### src/rtl/mux_lane_arbiter.sv
// Round-robin arbiter that shares one output lane among four requesters.
// It grants bursts of up to MAX_BURST beats and inserts one idle turnaround cycle between grants.
module mux_lane_arbiter #(
  parameter int WIDTH     = 4,
  parameter int MAX_BURST = 4
) (
  input  logic             clk,
  input  logic             rst_n,
  input  logic [3:0]       req,
  input  logic [WIDTH-1:0] data0,
  input  logic [WIDTH-1:0] data1,
  input  logic [WIDTH-1:0] data2,
  input  logic [WIDTH-1:0] data3,
  output logic [3:0]       gnt,
  output logic [1:0]       sel,
  output logic [WIDTH-1:0] out_data,
  output logic             out_valid,
  input  logic             out_ready,
  output logic             busy
);

  typedef enum logic {IDLE, BUSY} state_t;

  localparam logic [7:0] LAST_BEAT = 8'(MAX_BURST - 1);

  state_t     state, state_nxt;
  logic [3:0] gnt_nxt;
  logic [1:0] sel_nxt;
  logic [1:0] ptr, ptr_nxt;
  logic [7:0] count, count_nxt;
  logic [1:0] winner;
  logic [1:0] cand;
  logic       found;
  logic       xfer;

  // The scan starts one past the last winner, so the previous owner is checked last.
  always_comb begin
    winner = ptr + 2'd1;
    cand   = '0;
    found  = 1'b0;
    for (int k = 1; k <= 4; k++) begin
      cand = ptr + 2'(k);
      if (!found && req[cand]) begin
        winner = cand;
        found  = 1'b1;
      end
    end
  end

  assign out_valid = rst_n && (state == BUSY) && req[sel];
  assign xfer      = out_valid && out_ready;
  assign busy      = (state == BUSY);

  always_comb begin
    case (sel)
      2'd0:    out_data = data0;
      2'd1:    out_data = data1;
      2'd2:    out_data = data2;
      default: out_data = data3;
    endcase
  end

  always_comb begin
    state_nxt = state;
    gnt_nxt   = gnt;
    sel_nxt   = sel;
    ptr_nxt   = ptr;
    count_nxt = count;
    case (state)
      IDLE: begin
        if (req != 4'd0) begin
          state_nxt = BUSY;
          gnt_nxt   = 4'b0001 << winner;
          sel_nxt   = winner;
          ptr_nxt   = winner;
          count_nxt = 8'd0;
        end
      end
      BUSY: begin
        if (!req[sel] || (xfer && count == LAST_BEAT)) begin
          state_nxt = IDLE;
          gnt_nxt   = 4'd0;
          count_nxt = 8'd0;
        end else if (xfer) begin
          count_nxt = count + 8'd1;
        end
      end
      default: begin
        state_nxt = IDLE;
        gnt_nxt   = 4'd0;
        count_nxt = 8'd0;
      end
    endcase
  end

  always_ff @(posedge clk) begin
    if (!rst_n) begin
      state <= IDLE;
      gnt   <= 4'd0;
      sel   <= 2'd0;
      ptr   <= 2'd3;
      count <= 8'd0;
    end else begin
      state <= state_nxt;
      gnt   <= gnt_nxt;
      sel   <= sel_nxt;
      ptr   <= ptr_nxt;
      count <= count_nxt;
    end
  end

endmodule

### config.mk
export PLATFORM = sky130hd
export DESIGN_NAME = mux_lane_arbiter
export DESIGN_NICKNAME = d
export VERILOG_FILES = /design/src/rtl/mux_lane_arbiter.sv
export SDC_FILE = /design/constraint.sdc
export NUM_CORES = 1
export LEC_CHECK = 0
export ABC_AREA = 1
export CAP_MARGIN = 20
export CORE_ASPECT_RATIO = 0.5
export CORE_UTILIZATION = 40
export CTS_CLUSTER_SIZE = 12
export DETAILED_ROUTE_END_ITERATION = 16
export GPL_TIMING_DRIVEN = 0
export PLACE_DENSITY = 0.72
export SYNTH_ARGS = -nofsm -noshare
export SYNTH_HDL_FRONTEND = slang
export SYNTH_SLANG_ARGS = --single-unit
### constraint.sdc
create_clock -name clk -period 1.5 [get_ports clk]
set_input_delay 0.3 -clock clk [delete_from_list [all_inputs] [get_ports clk]]
set_output_delay 0.3 -clock clk [all_outputs]
set_load 0.01 [all_outputs]
==> flow_summary.yaml <==
run_status:
  status: "complete, but fails checks"
  violations: "negative setup slack"
timing:
  drv_slew: 0
  timing.final.ws_setup_ps: -74.2
  relSlewSlack_pct: 63.6
  rsz0062_at_grt: "yes"
  layout_min_cycle_time_ps: 1570
  fin_crit_sh_pct: 105
  skew_ps: 2.05
  hold_viol_final: 0
  finalSetupViolCount: 13
  fmax_mhz: 635
  worstMarginPinSlew_ps: 544
floorplan:
  design.portCount: 35
  coreArea_um2: 3070
  die_height_um: 42.7
  start_util_pct: 43.1
  dieArea_um2: 3550
  die_x_um: 83.3
  rows: 14
critical_path:
  worstPathArrival_ps: 1270
  critPathMaxFanout: 7
  critPathCaptureType: "output port"
  worstPathCellList: "buf_6, o21ai_1, nand2_1, nand2_2, inv_2, nor2_1, buf_2"
  critPathRequiredTime_ps: 1200
  cp-start-kind: "flop"
  slowest_stage: "dfxtp_2"
  slowest_delay_ps: 320
  path_delay_family: "flip-flops"
  crit_buf_inv: 3
  worst-setup-path-type: "reg -> out"
routing:
  num_vias: 1537
  vias_per_cell: 4.93
  drt_iter0_markers: 51
  drc: 0
  avgRoutedWirePerCell_um: 11.2
  ant_nets: 0
  routed_wl_mm: 3.50
  firstDrtPassIters: 4
grt:
  grt_pass1_wl_mm: 5.66
  grt_start_max_net_pins: 11
  gr-usage-all-layers_pct: 19.9
  grt_overflow: 0
  grt_pass1_vias: 1360
  grt_antenna_before_repair: 0
final_layout:
  num_antenna_cells: 0
  final_cells: 312
  area_growth_pct: 51.0
  final_util_pct: 65.1
  fillers: 277
  drive_above_1_share_pct: 34.9
  fin_area_um2: 2000
  nets: 297
clock_network:
  clk_latency_ps: 260
  holdBufCountCts: 0
  htree_levels: 1
  root_buffer: "clkbuf_8"
  cts-buffers-inserted: 3
  cts_max_path_buffers: 2
  path_clk_slew_ps: 60
  cts_tree: "built"
  cts.sinks: 17
pwr:
  p_int_w: 0.00144
  power.density_nw_per_um2: 1290
  clockPowerShare_pct: 13.6
  seqPwrFrac_pct: 23.4
  power_frac_comb_pct: 62.9
  ir_worst_vdd_mv: 0.809
  p_leak_nw: 0.913
  p_sw_share_pct: 43.9
  netSwitchingPower_w: 0.00113
place:
  post-place-cells: 293
  port_buffers: 34
  placement.cell_area_um2: 1710
  place_ws_ps: -808
  dpl.hpwl_mm: 2.45
  gp_congestion: 0.850
yosys:
  synth_cell_types: 29
  synthesis.nets: 243
  avgSynthCellArea_um2: 6.04
  yosysSeqAreaShare_pct: 25.7
  yosys_warnings: 0
  syn_inst: 219
  synth_area_um2: 1320
  synth_seq_cells: 17
flow_run:
  drv_cap: 0
worst_hold_path:
  holdCritPathClass: "reg -> reg"
-- timing repair --
item,in CTS,in global routing
setup buffers,12,3
setup endpoints to repair,23,23
pin swaps,14,29
gates cloned,0,0
resized for setup,53,35
-- worst register-to-register path, cell delays in order (launching register included) --
cell      delay [ps]
dfxtp_1          370
ha_2             230
nand3_1          130
nor2_4           170
nand3b_1         170
nand2_4           70
nand2_4           80
clkinv_4          80
o21ai_1           80
nor2_1            50
-- cells in the mapped netlist (all sizes together) --
cell	instances	share of area (%)
a21oi	6	2.8
a31oi	1	0.95
buf	6	3.4
clkinv	1	0.66
dfxtp	17	26
ha	1	0.95
inv	29	8.4
nand2	99	32
nand3	15	6.1
nand3b	2	1.1
nand4	9	4.3
nor2	14	4.5
nor3	1	0.38
nor3b	2	1.5
nor4	1	0.95
o211ai	2	1.1
o21ai	12	4.5
xnor2	1	0.66
-- sequential cells by signal (all words and copies together) (netlist names) --
signal	flops
busy	1
sel	2
count	8
gnt	4
ptr	2
-- placed cells by master (no fill, tap or decap), drive strengths merged, types with 2 or more instances in the layout --
cell,Yosys,layout
nor2,14,14
a21oi,6,6
nand3b,2,2
clkdlybuf4s50,0,24
buf,6,26
dlygate4sd2,0,3
clkbuf,0,4
o211ai,2,2
dfxtp,17,17
nor3b,2,2
nand4,9,9
nand2,99,99
o21ai,12,12
nand3,15,15
inv,29,29
-- routing by layer --
metal | track usage, % | wire [um]
met1 | 24.6 | 1630
met2 | 34.6 | 1720
met3 | 4.28 | 86
met4 | 7.24 | 61
met5 | 0 | 0
-- worst paths after layout --
kind | depth (start not counted) | startpoint | end | slack, ps
worst min register to register | 2 | gnt[1]$_SDFFE_PN0P_ | gnt[1]$_SDFFE_PN0P_ | 450
worst max register to register | 9 | count[1]$_SDFFE_PN0P_ | count[5]$_SDFFE_PN0P_ | -30
worst max-delay path | 7 | sel[0]$_SDFFE_PN0P_ | out_valid | -70
worst min-delay path | 2 | gnt[1]$_SDFFE_PN0P_ | gnt[1]$_SDFFE_PN0P_ | 450
-- area by class of cell --
cell class,instances,area (um^2),area share [%]
multi-input combinational,166,936,46.9
timing repair buffer,49,430,21.6
sequential,17,349,17.5
inverter,30,125,6.27
buffer,6,61.3,3.07
tap,40,50.0,2.51
clock buffer,4,45.0,2.26
-- cell families after synthesis --
| kind of cell | Yosys count | synth area share (%) |
|---|---|---|
| compound gates | 21 | 9.46 |
| xor+xnor | 1 | 0.662 |
| flops | 17 | 25.7 |
| simple gates | 143 | 50.7 |
| buf+inv | 36 | 12.5 |
| fa+ha+maj | 1 | 0.946 |
-- power by group through the flow --
stage,clock [W],combinational (W),sequential (W)
floorplan,0,0.000830,0.000607
global placement,0,0.00126,0.000586
detailed placement,0,0.00128,0.000589
CTS,0.000353,0.00144,0.000598
global route,0.000379,0.00177,0.000613
finish,0.000351,0.00162,0.000602
-- stage by stage --
step	hold slack, ps	TNS, ps	power (W)
global route	483	-2340	0.00276
CTS	458	-291	0.00239
detailed placement	448	-9100	0.00187
global placement	447	-8800	0.00185
floorplan	471	0	0.00144
finish	454	-326	0.00257
Note: power is estimated with default switching activity, not from simulation.
